<file path="config.mk">
export PLATFORM = sky130hd
export DESIGN_NAME = alu_seq
export DESIGN_NICKNAME = d
export VERILOG_FILES = /design/src/rtl/alu_pkg.sv /design/src/rtl/alu_mul_seq.sv /design/src/rtl/alu_seq.sv
export SDC_FILE = /design/constraint.sdc
export NUM_CORES = 1
export LEC_CHECK = 0
export CORE_UTILIZATION = 44
export CTS_CLUSTER_SIZE = 14
export DETAILED_ROUTE_END_ITERATION = 6
export PLACE_DENSITY = 0.72
export SLEW_MARGIN = 15
export SYNTH_ARGS = -nofsm -noshare
export SYNTH_HDL_FRONTEND = slang
export SYNTH_SLANG_ARGS = --single-unit
</file>
<file path="constraint.sdc">
create_clock -name clk -period 4.8 [get_ports clk]
set_input_delay 1.44 -clock clk [delete_from_list [all_inputs] [get_ports clk]]
set_output_delay 1.44 -clock clk [all_outputs]
set_load 0.05 [all_outputs]
</file>
<file path="src/rtl/alu_pkg.sv">
// Shared opcode and FSM state types for the sequential ALU.
package alu_pkg;

    localparam int unsigned OP_W = 3;

    typedef enum logic [OP_W-1:0] {
        OP_ADD = 3'b000,
        OP_SUB = 3'b001,
        OP_AND = 3'b010,
        OP_OR  = 3'b011,
        OP_XOR = 3'b100,
        OP_SHL = 3'b101,
        OP_SHR = 3'b110,
        OP_MUL = 3'b111
    } op_e;

    typedef enum logic [1:0] {
        IDLE,
        BUSY,
        DONE
    } state_e;

endpackage

</file>
<file path="src/rtl/alu_mul_seq.sv">
// Unsigned shift-add multiplier, MSB-first: one partial-product step per clock, WIDTH steps total.
module alu_mul_seq #(
    parameter int unsigned WIDTH = 4
) (
    input  logic               clk,
    input  logic               rst_n,
    input  logic               i_start,
    input  logic [WIDTH-1:0]   i_a,
    input  logic [WIDTH-1:0]   i_b,
    output logic               o_done,
    output logic [2*WIDTH-1:0] o_product
);

    localparam int unsigned CNT_W = (WIDTH > 1) ? $clog2(WIDTH) : 1;

    logic                 r_busy;
    logic [CNT_W-1:0]     r_cnt;
    logic [WIDTH-1:0]     r_a;
    logic [WIDTH-1:0]     r_b;
    logic [2*WIDTH-1:0]   r_acc;
    logic [2*WIDTH-1:0]   w_acc_next;

    // Horner form: acc = acc*2 + a*b[i], walking b from its MSB down.
    assign w_acc_next = {r_acc[2*WIDTH-2:0], 1'b0}
                      + (r_b[r_cnt] ? {{WIDTH{1'b0}}, r_a} : {(2*WIDTH){1'b0}});

    always_ff @(posedge clk or negedge rst_n) begin
        if (!rst_n) begin
            r_busy <= 1'b0;
            r_cnt  <= '0;
            r_a    <= '0;
            r_b    <= '0;
            r_acc  <= '0;
        end else if (i_start) begin
            r_busy <= 1'b1;
            r_cnt  <= CNT_W'(WIDTH - 1);
            r_a    <= i_a;
            r_b    <= i_b;
            r_acc  <= '0;
        end else if (r_busy) begin
            r_acc <= w_acc_next;
            r_cnt <= r_cnt - 1'b1;
            if (r_cnt == '0) begin
                r_busy <= 1'b0;
            end
        end
    end

    // High during the final step, so the product is complete on the following cycle.
    assign o_done    = r_busy && (r_cnt == '0);
    assign o_product = r_acc;

endmodule

</file>
<file path="src/rtl/alu_seq.sv">
// Registered, valid/ready-handshaked ALU with status flags and an optional multi-cycle multiply.
module alu_seq
    import alu_pkg::*;
#(
    parameter int unsigned WIDTH  = 4,
    parameter int unsigned MUL_EN = 1
) (
    input  logic             clk,
    input  logic             rst_n,
    input  logic             in_valid,
    output logic             in_ready,
    input  logic [WIDTH-1:0] a,
    input  logic [WIDTH-1:0] b,
    input  logic [OP_W-1:0]  op,
    output logic             out_valid,
    input  logic             out_ready,
    output logic [WIDTH-1:0] alu_out,
    output logic [WIDTH-1:0] alu_out_hi,
    output logic             flag_z,
    output logic             flag_n,
    output logic             flag_c,
    output logic             flag_v,
    output logic             err
);

    localparam bit MUL_ON = (MUL_EN != 0);

    state_e             r_state;
    state_e             w_state_next;
    logic               r_init;
    logic               r_is_mul;
    logic               r_err;
    logic               r_z;
    logic               r_n;
    logic               r_c;
    logic               r_v;
    logic [WIDTH-1:0]   r_res;

    op_e                w_op;
    logic               w_is_mul;
    logic               w_accept;
    logic               w_mul_start;
    logic               w_mul_done;
    logic [2*WIDTH-1:0] w_prod;
    logic [WIDTH-1:0]   w_sh;
    logic [WIDTH:0]     w_shl;
    logic [WIDTH:0]     w_shr;
    logic [WIDTH:0]     w_arith;
    logic [WIDTH-1:0]   w_res;
    logic               w_c;
    logic               w_v;
    logic               w_err;

    assign w_op     = op_e'(op);
    assign w_is_mul = (w_op == OP_MUL) && MUL_ON;
    assign w_sh     = WIDTH'(32'(b) % WIDTH);
    // One guard bit on each side catches the last bit shifted out.
    assign w_shl    = {1'b0, a} << w_sh;
    assign w_shr    = {a, 1'b0} >> w_sh;

    always_comb begin
        w_res   = '0;
        w_c     = 1'b0;
        w_v     = 1'b0;
        w_err   = 1'b0;
        w_arith = '0;
        unique case (w_op)
            OP_ADD: begin
                w_arith = {1'b0, a} + {1'b0, b};
                w_res   = w_arith[WIDTH-1:0];
                w_c     = w_arith[WIDTH];
                w_v     = (a[WIDTH-1] == b[WIDTH-1]) && (w_res[WIDTH-1] != a[WIDTH-1]);
            end
            OP_SUB: begin
                w_arith = {1'b0, a} - {1'b0, b};
                w_res   = w_arith[WIDTH-1:0];
                w_c     = w_arith[WIDTH];
                w_v     = (a[WIDTH-1] != b[WIDTH-1]) && (w_res[WIDTH-1] != a[WIDTH-1]);
            end
            OP_AND: w_res = a & b;
            OP_OR:  w_res = a | b;
            OP_XOR: w_res = a ^ b;
            OP_SHL: begin
                w_res = w_shl[WIDTH-1:0];
                w_c   = w_shl[WIDTH];
            end
            OP_SHR: begin
                w_res = w_shr[WIDTH:1];
                w_c   = w_shr[0];
            end
            OP_MUL: w_err = !MUL_ON;
            default: ;
        endcase
    end

    always_comb begin
        w_state_next = r_state;
        w_accept     = 1'b0;
        w_mul_start  = 1'b0;
        unique case (r_state)
            IDLE: begin
                if (in_valid && r_init) begin
                    w_accept    = 1'b1;
                    w_mul_start = w_is_mul;
                    if (w_is_mul) begin
                        w_state_next = BUSY;
                    end else begin
                        w_state_next = DONE;
                    end
                end
            end
            BUSY: begin
                if (w_mul_done) begin
                    w_state_next = DONE;
                end
            end
            DONE: begin
                if (out_ready) begin
                    w_state_next = IDLE;
                end
            end
            default: w_state_next = IDLE;
        endcase
    end

    always_ff @(posedge clk or negedge rst_n) begin
        if (!rst_n) begin
            r_state  <= IDLE;
            r_init   <= 1'b0;
            r_is_mul <= 1'b0;
            r_err    <= 1'b0;
            r_res    <= '0;
            r_z      <= 1'b0;
            r_n      <= 1'b0;
            r_c      <= 1'b0;
            r_v      <= 1'b0;
        end else begin
            r_state <= w_state_next;
            r_init  <= 1'b1;
            if (w_accept) begin
                r_is_mul <= w_is_mul;
                r_err    <= w_err;
                r_res    <= w_res;
                r_z      <= !w_err && (w_res == '0);
                r_n      <= w_res[WIDTH-1];
                r_c      <= w_c;
                r_v      <= w_v;
            end
        end
    end

    alu_mul_seq #(
        .WIDTH (WIDTH)
    ) u_mul (
        .clk       (clk),
        .rst_n     (rst_n),
        .i_start   (w_mul_start),
        .i_a       (a),
        .i_b       (b),
        .o_done    (w_mul_done),
        .o_product (w_prod)
    );

    assign in_ready = r_init && (r_state == IDLE);

    // The multiplier sits idle in DONE, so its product register holds steady under backpressure.
    always_comb begin
        out_valid  = (r_state == DONE);
        alu_out    = '0;
        alu_out_hi = '0;
        flag_z     = 1'b0;
        flag_n     = 1'b0;
        flag_c     = 1'b0;
        flag_v     = 1'b0;
        err        = 1'b0;
        if (out_valid) begin
            if (r_is_mul) begin
                alu_out    = w_prod[WIDTH-1:0];
                alu_out_hi = w_prod[2*WIDTH-1:WIDTH];
                flag_z     = (w_prod == '0);
                flag_n     = w_prod[WIDTH-1];
                flag_c     = (w_prod[2*WIDTH-1:WIDTH] != '0);
            end else begin
                alu_out = r_res;
                flag_z  = r_z;
                flag_n  = r_n;
                flag_c  = r_c;
                flag_v  = r_v;
                err     = r_err;
            end
        end
    end

endmodule
</file>
### Word-level counts from Yosys, hierarchy flattened

Index checks and enable logic that the tools add are counted.

* output and inout bits: 15
* logic and storage cells: 86
* bits of input ports: 15
* flip-flop bits (word level): 31

* bitwise gates (word level): 3
* multiplexer cells: 34
* reduce and logical (&&, ||, !) cells: 13
* add/sub/neg operators: 4
* eq/ne operators: 16
* shift-type cells: 2
* $lt $le $gt $ge: 1

Operators by type and width (number)
* 4-bit case mux with 7 select lines: 1
* 4-bit 2-to-1 mux: 5
* 1-bit 2-to-1 mux: 16
* 8-bit 2-to-1 mux: 2
* 3-bit equality test, second input constant: 4
* 2-bit 2-to-1 mux: 6
* 8-bit adder: 1
* 8-bit zero test: 1
* 3-bit by 2-bit equality test with 1-bit output, second input constant: 2
* 2-bit case mux with 3 select lines: 1
* 4-bit by 4-bit adder with 5-bit output: 1
* 1-bit logical AND: 5
* 4-bit by 2-bit << shifter with 5-bit output: 1
* 5-bit by 2-bit >> shifter with 5-bit output: 1
* 4-bit by 4-bit subtractor with 5-bit output: 1
* 4-bit bitwise AND: 1
* 2-bit zero test: 2
* 4-bit zero test: 1
* 2-bit by 1-bit != test with 1-bit output, second input constant: 2
* 4-bit OR: 1
* 1-bit case mux with 4 select lines: 1
* 4-bit nonzero test: 1
* 4-bit bitwise XOR: 1
* 3-bit by 1-bit equality test with 1-bit output, second input constant: 1
* other kinds (12): 14

### Depth between registers and ports, before layout

Gate-level depths: netlist of run 1.

* depth after elaboration: 6
* mapped depth: 9

### Cells and area by module

Synthesis of run 1 repeated with hierarchy kept, for this count alone.

* cells, all modules: 267
* area, all modules: 2487.4 um^2

By module, submodules not included
* alu_seq: area each 1508.9 um^2, sequential area each 275.3 um^2, times used 1, cells an instance 180
* alu_mul_seq: area each 978.4 um^2, sequential area each 475.5 um^2, times used 1, cells an instance 87

### Worst setup path after synthesis of run 1

Ideal clock, no wire load.

* path type: reg-to-output
* start point: register r_state[0]
* end point: output port flag_c
* stages on the path, launching flop included: 5
* path slack: 1.490 ns
* path buffers: 0
* data arrival time: 1.870 ns
* cells stage by stage: dfrtp_1 -> nand2b_1 -> inv_1 -> o21ai_0 -> nor2_1

* longest elaborated chain between the ends: 2

RTL lines
* start, declared: line alu_seq.sv:28 `state_e r_state;`
* start signal, assigned: line alu_seq.sv:138 `r_state <= w_state_next;`
* 2-bit equality test: line alu_seq.sv:168 `out_valid = (r_state == DONE);`
* named net out_valid: line alu_seq.sv:15 `output logic out_valid,`
* 1-bit 2-to-1 mux: line alu_seq.sv:176 `if (out_valid) begin`
* end, declared: line alu_seq.sv:21 `output logic flag_c,`

The timed path passes the listed nets, and every way through them passes these cells.

### Worst setup path after layout of run 1

* start point: register r_is_mul
* end point: output port flag_z

* longest elaborated chain between the ends: 2

RTL lines
* start, declared: line alu_seq.sv:31 `logic r_is_mul;`
* start signal, assigned: line alu_seq.sv:141 `r_is_mul <= w_is_mul;`
* 1-bit 2-to-1 mux: line alu_seq.sv:177 `if (r_is_mul) begin`
* 1-bit 2-to-1 mux: line alu_seq.sv:176
* end, declared: line alu_seq.sv:19 `output logic flag_z,`

Every way passes these cells.

==> summary.md, run 1 <==
| Metric | Value |
|---|---|
| Post-synthesis mux area share | between 10% and 20% |
| Mapped Avg Cell Area | 9.19 um^2 |
| Layout Nets | 314 |
| Fin Setup TNS | 0 ps |
| WL met3 | 230 um |
| Synth cell types | between 50 and 60 |
| Share of the synthesized area in the top cell type | approximately a third |
| Synth Area in Simple Gates | about 17% |
| Slew @ Worst Pin | between 600 and 700 ps |
| Max Fanout on Critical Path | 10 |
| ANT nets after route | 0 |
| Mapped cell area | roughly 2300 um^2 |
| Critical Path AT | around 2400 ps |
| Unrepaired setup endpoints after global routing | false |
| FP Rows | 26 |
| Worst hold path stage count | 2 |
| Syn nets | 290 |
| CP Launch Type | register |
| Max layer used | met4 |
| Starting Density | 45.9% |
| IO buf count | 28 |
| Share of cells above drive strength 1 | between 9 and 10% |
| Largest family of logic cells by synthesized area | compound AO/OA/AOI/OAI gates |
| Worst setup margin | about 940 ps |
| Final Slew Violations | 0 |
| DRC Markers | 0 |
| Die Span Y | around 75 um |
| First drt pass iteration count | 5 |
| CTS buffer count | 5 |
| Worst r2r src | u_mul.r_cnt[0] |
| Initial antenna violation count | 0 |
| Worst hold path class | reg -> reg |
| Wl on met1 | ~2.3 mm |
| Max VDD drop | 155 uV |
| Setup crit end kind | primary output |
| Post-Syn Instances | ~260 |
| Period minus WS final | about 3900 ps |
| Leading cell type in the layout, fill and taps excluded | dfrtp_1 |
| Slew margin rel. | ~55% |
| CTS Root Cell | clkbuf_8 |
| Crit Path Category | reg -> out |
| Yosys reg bits | 30 |
| Main synth FF type | dfrtp_1 |
| Width of the die | 75.0 um |
| Clock sinks | 30 |
| Via density | roughly 5.5 |
| Maximum capacitance violations | 0 |
| Resized Gates After CTS | 0 |
| Vias in the first global route | roughly 1800 |
| DR vias | roughly 1900 |
| CTS tree | done |
| Seq/Total Area, Yosys | about a third |
| First-pass GRT wire length | 8.56 mm |
| Global route overflow | 0 |
| All-layer global routing usage | 20.4% |
| DIE AREA | 5620 um^2 |
| Clock slew at reported path FFs | 70 ps |
| Fillers | between 400 and 500 |
| Largest cells by area after synthesis | dfrtp_1 32%, ha_1 9.1%, mux2i_1 5.1% |
| Routed wl met2 | 2.33 mm |
| Ys async rst share | 100% |
| Core Footprint | slightly above 5000 um^2 |
| Largest net degree at the start of global routing | 31 |
| Fmax | 0.259 GHz |
| Final wirelength | between 5 and 6 mm |
| Leakage power | 0.00121 uW |
| CTS H-tree depth | 2 |
| Adder-cell share of the synthesized area | 11.6% |
| Post-synth EDFFs | 0 |
| Io pins | 30 |
| Reg2Reg Depth | 9 |
| Routed len/inst | 14.3 um |
| Status | completed |
| Pwr per Cell Area | 386 nW/um^2 |
| Most frequent cells in the layout | 30 x dfrtp_1, 28 x clkdlybuf4s50_1, 24 x nand2_1 |
| Endpoints failing hold | 0 |
| Hold_buf cts | 0 |
| Hold WS | 478 ps |
| Worst EP required | around 3400 ps |
| HPWL after DPL | just under 4 mm |
| Setup bufs post-CTS | 0 |
| XOR/XNOR share of the synthesized area | ~2.2% |
| Layout area overhead | 16.8% |
| DRT iter0 DRCs | just over 70 |
| Placement Setup Slack | 877 ps |
| Routability Congestion | 0.943 |
| Reg2Reg Setup Slack | around 2300 ps |
| # diodes | 0 |
| Max Root-Sink Buffers | 2 |
| Final core occ | between 50% and 60% |
| Compound-Gate Fraction of Synth Area | roughly a fifth |
| Final period util | between 80% and 90% |
| Crit Reg-Reg Endpoint | u_mul.o_product[7] |
| Cell taking the most area after synthesis | dfrtp_1 |
| Clock Latency Late Sink | around 280 ps |
| Number of synthesis warnings | 0 |
| Hold endpoint | u_mul.r_a[2] |
| Hold path start | u_mul.r_a[2] |
| Layout Skew | between 7 and 8 ps |
| Final setup viols | 0 |
-- per-stage QoR --
step                cell area, um^2  cells  total power [uW]
CTS                            2740    350              1070
global placement               2640    342               838
global route                   2740    350              1140
detailed placement             2640    342               851
floorplan                      2340    255               735
finish                         2740    350              1060
-- worst max-delay path: stages (launching register included) --
cell and delay [ps]:
dfrtp_1 540, inv_1 140, nor4b_1 420, a22oi_1 120, nor2_1 110, clkdlybuf4s50_1 810
-- power by group --
part | internal [uW] | switching, uW
combinational | 189 | 214
clock | 115 | 98.0
sequential | 339 | 101
total | 643 | 413
-- cell type report --
class                   count  area [um^2]  area share (%)
flip-flops and latches     30          751            27.4
clock buffers               6         82.6            3.02
multi-input cells         191         1420            52.1
clock inverters             2         12.5           0.457
repair buffers             31          303            11.1
inverters                  20         75.1            2.74
well taps                  70         87.6            3.20
-- Yosys cell counts (2+ instances only) --
master and n:
buf_2 2, clkbuf_1 5, nor4_1 3, buf_4 4, and2_1 6, xnor2_1 5, a211oi_1 6, inv_1 19
dfrtp_1 30, mux4_2 2, a21o_1 3, nand4_1 2, mux2i_1 12, o22ai_1 2, nand2b_1 2, nand2_1 24
a221oi_1 2, buf_6 3, conb_1 2, o211ai_1 8, nor2b_1 3, nand3_1 3, nor2_1 19, and3_1 5
mux2_2 5, fa_1 3, a21oi_1 7, o21ai_0 10, a31oi_1 5, o21ai_1 5, o21a_1 4, ha_1 17
nor3b_1 2
-- layer usage --
metal  track usage (%)  vias up
li1                  -      955
met3              3.75       10
met4              7.55        0
met5                 0        -
met2              32.9       57
met1              27.3      900
-- cells by family (layout without fill, tap and decap cells) --
| group | Yosys count | count (layout) |
|---|---|---|
| mux | 21 | 21 |
| compound gates | 63 | 63 |
| simple gates | 79 | 79 |
| buf+inv | 34 | 59 |
| other cells | 2 | 2 |
| xor+xnor | 6 | 6 |
| fa+ha+maj | 20 | 20 |
| flops | 30 | 30 |
-- how the worst max path moves through the flow --
stage	start	to	slack (ps)	depth (start not counted)
final	r_is_mul	flag_z	940	5
after global routing	r_is_mul	flag_z	780	5
after global placement	b[0]	r_z	910	9
after detailed placement	b[0]	r_z	880	9
after CTS	r_is_mul	flag_z	920	5
after floorplan	r_state[0]	flag_c	1490	4
-- sequential cells by signal, summed over array words and instances (netlist names), 2 cells and up --
register         flops
u_mul.r_a            4
r_res                3
u_mul.r_b            4
r_state              2
u_mul.o_product      8
u_mul.r_cnt          2
Note: power is estimated with default switching activity, not from simulation.
==> inputs of run 2 (changes only) <==
Settings changed: PLACE_DENSITY 0.72 to 0.74.
Clock period 4.8 ns to 3.2 ns, I/O delays scaled along.
==> run 2 against run 1 <==
  * Core utilization grew 3.5 points
  * Wire length grew 7.4%
  * Clock-buffer cell count is the same
  * Worst hold slack is essentially flat
  * Critical endpoint is now flag_v
  * Largest cell class unchanged
==> summary.md, run 2 (synthesized netlist as in run 1, its figures left out) <==
| Metric | Value |
|---|---|
| Maximum capacitance violations | 0 (unchanged) |
| DRC Markers | 0 (unchanged) |
| Endpoints failing hold | 0 (unchanged) |
| DR vias | 2005 (+4.3%) |
| Leading cell type in the layout, fill and taps excluded | dfrtp_1 |
| Share of cells above drive strength 1 | 15.2% (+5.9 points) |
| Starting Density | 45.9% (unchanged) |
| Hold endpoint | u_mul.r_a[1] |
| Max Fanout on Critical Path | 7 (-3) |
| Beginning of the critical path | r_state[0] |
| Layout Skew | 11.0 ps (+3.87 ps) |
| Clock sinks | 30 (unchanged) |
| DIE AREA | 5620 um^2 (unchanged) |
| Reg2Reg Setup Slack | 670 ps (-1630 ps) |
| First-pass GRT wire length | 9.10 mm (+6.3%) |
| Core Footprint | 5110 um^2 (unchanged) |
| Vias in the first global route | 1924 (+6.3%) |
| Slowest stage delay, CP | 790 ps (-20 ps) |
| CP Launch Type | register |
| Met1 Use GR | 27.1% (-0.21 points) |
| FP Rows | 26 (unchanged) |
| Global route overflow | 0 (unchanged) |
| Critical Path AT | 2150 ps (-270 ps) |
| Fin Setup TNS | 0 ps (unchanged) |
| Max Root-Sink Buffers | 2 (unchanged) |
| GR peak layer | met2 |
| CTS tree | done |
| Crit Reg-Reg Endpoint | u_mul.o_product[7] |
| Routability Congestion | 0.936 (-0.78%) |
| Worst EP required | 2240 ps (-1120 ps) |
| Width of the die | 75.0 um (unchanged) |
| Final wirelength | 5.38 mm (+7.4%) |
| ANT nets after route | 0 (unchanged) |
| HPWL after DPL | 4.24 mm (+9.8%) |
| Slew @ Worst Pin | 631 ps (-38.8 ps) |
| Reg2Reg Depth | 9 (unchanged) |
| IO buf count | 28 (unchanged) |
| Final core occ | 57.0% (+3.5 points) |
| First drt pass iteration count | 4 (-1) |
| Worst hold path stage count | 2 (unchanged) |
| Initial antenna violation count | 0 (unchanged) |
| CTS H-tree depth | 2 (unchanged) |
| Final period util | roughly 97% |
| Period minus WS final | approximately 3100 ps |
| Status | completed |
| Setup bufs post-CTS | 0 (unchanged) |
| Max VDD drop | 275 uV (+77%) |
| Clock slew at reported path FFs | 60 ps (about the same) |
| Crit Path Category | reg -> out |
| Fmax | around 0.32 GHz |
| Fillers | 451 (-4.7%) |
| Via density | 5.46 (-0.51%) |
| Buffers plus inverters on the worst setup path | 2 (unchanged) |
| Layout area overhead | 24.4% |
| Setup crit end kind | primary output |
| CTS Root Cell | clkbuf_8 |
| Routed len/inst | 14.7 um (+2.5%) |
| Max reg flops | 8 (unchanged) |
| Crit-path cells | nand2b_1 > inv_1 > and3_1 > clkdlybuf4s50_1 |
| Final setup viols | 0 (unchanged) |
| Critical path's top delay family | buffers and inverters |
| GRT met2 Usage | 37.3% (+4.4 points) |
| All-layer global routing usage | 21.6% (+1.2 points) |
| Final Slew Violations | 0 (unchanged) |
| WP depth | 4 (-1) |
| CTS buffer count | 5 (unchanged) |
| # diodes | 0 (unchanged) |
| Clock Latency Late Sink | 290 ps (about the same) |
| Die Span Y | 75.0 um (unchanged) |
| Worst r2r src | u_mul.r_cnt[0] |
| Slew margin rel. | 57.9% (+2.8 points) |
| Io pins | 30 (unchanged) |
| Unrepaired setup endpoints after global routing | false |
| Pwr per Cell Area | 606 nW/um^2 (+57%) |
| Worst hold path class | reg -> reg |
| Slowest cell on the critical path | clkdlybuf4s50_1 |
| Hold path start | u_mul.r_a[1] |
| Largest net degree at the start of global routing | 31 (unchanged) |
| Met3 Track Usage GR | 5.35% (+1.6 points) |
| DRT iter0 DRCs | 91 (+26%) |
| Layout Nets | 331 (+5.4%) |
| Most frequent cells in the layout | 30 x dfrtp_1, 24 x nand2_1, 23 x clkdlybuf4s50_1 |
| Leakage power | 0.00137 uW (+14%) |
[run 2: how the worst max path moves through the flow]
stage | slack (ps) | to
after detailed placement | 10 | r_z
final | 90 | flag_v
after global placement | 60 | r_z
after floorplan | 370 | flag_c
after CTS | 70 | alu_out_hi[3]
after global routing | 5 | alu_out_hi[1]
[run 2: worst reg2reg max path: cells and delay by family (launching register included)]
kind | cells | cell delay (ps)
adder cells (fa/ha/maj) | 2 | 620
multiplexers | 1 | 560
AO/OA/AOI/OAI | 2 | 430
flip-flops | 1 | 410
AND/OR/NAND/NOR | 3 | 380
XOR/XNOR | 1 | 70
[run 2: per-layer routing]
layer,routed length (um),up-vias,part of all wire [%]
met1,2390,949,44
met2,2630,64,49
met3,326,3,6.1
li1,-,989,-
met4,37,0,0.69
met5,0,-,0
[run 2: area by class of cell]
type / count / area [um^2] / share of cell area (%)
timing repair buffer: 48 / 433 / 14.9
clock inverter: 2 / 60.1 / 2.06
tap: 70 / 87.6 / 3.01
sequential: 30 / 751 / 25.8
inverter: 20 / 75.1 / 2.58
multi-input combinational: 191 / 1420 / 48.9
clock buffer: 6 / 82.6 / 2.84
[run 2: power breakdown]
| group | total, uW | switching (uW) | internal (uW) | leakage, uW |
|---|---|---|---|---|
| registers | 658 | 150 | 508 | 0.000375 |
| logic | 631 | 331 | 301 | 0.000925 |
| clock network | 477 | 145 | 332 | 0.0000714 |
| total | 1770 | 626 | 1140 | 0.00137 |
[run 2: what timing repair did]
item                       in CTS  in global routing
hold buffers                    0                  0
hold endpoints to repair        0                  0
setup endpoints to repair       0                  3
gates resized for setup         0                  3
[run 2: through the flow]
step	hold WS (ps)	std cells	worst slack (ps)	power [uW]	instance area (um^2)
after floorplan	442	255	370	1100	2340
after global placement	460	359	57.6	1270	2760
after detailed placement	468	359	9.96	1300	2760
after CTS	484	367	73.6	1780	2910
after global routing	516	367	4.72	1890	2910
final	478	367	93.4	1770	2910
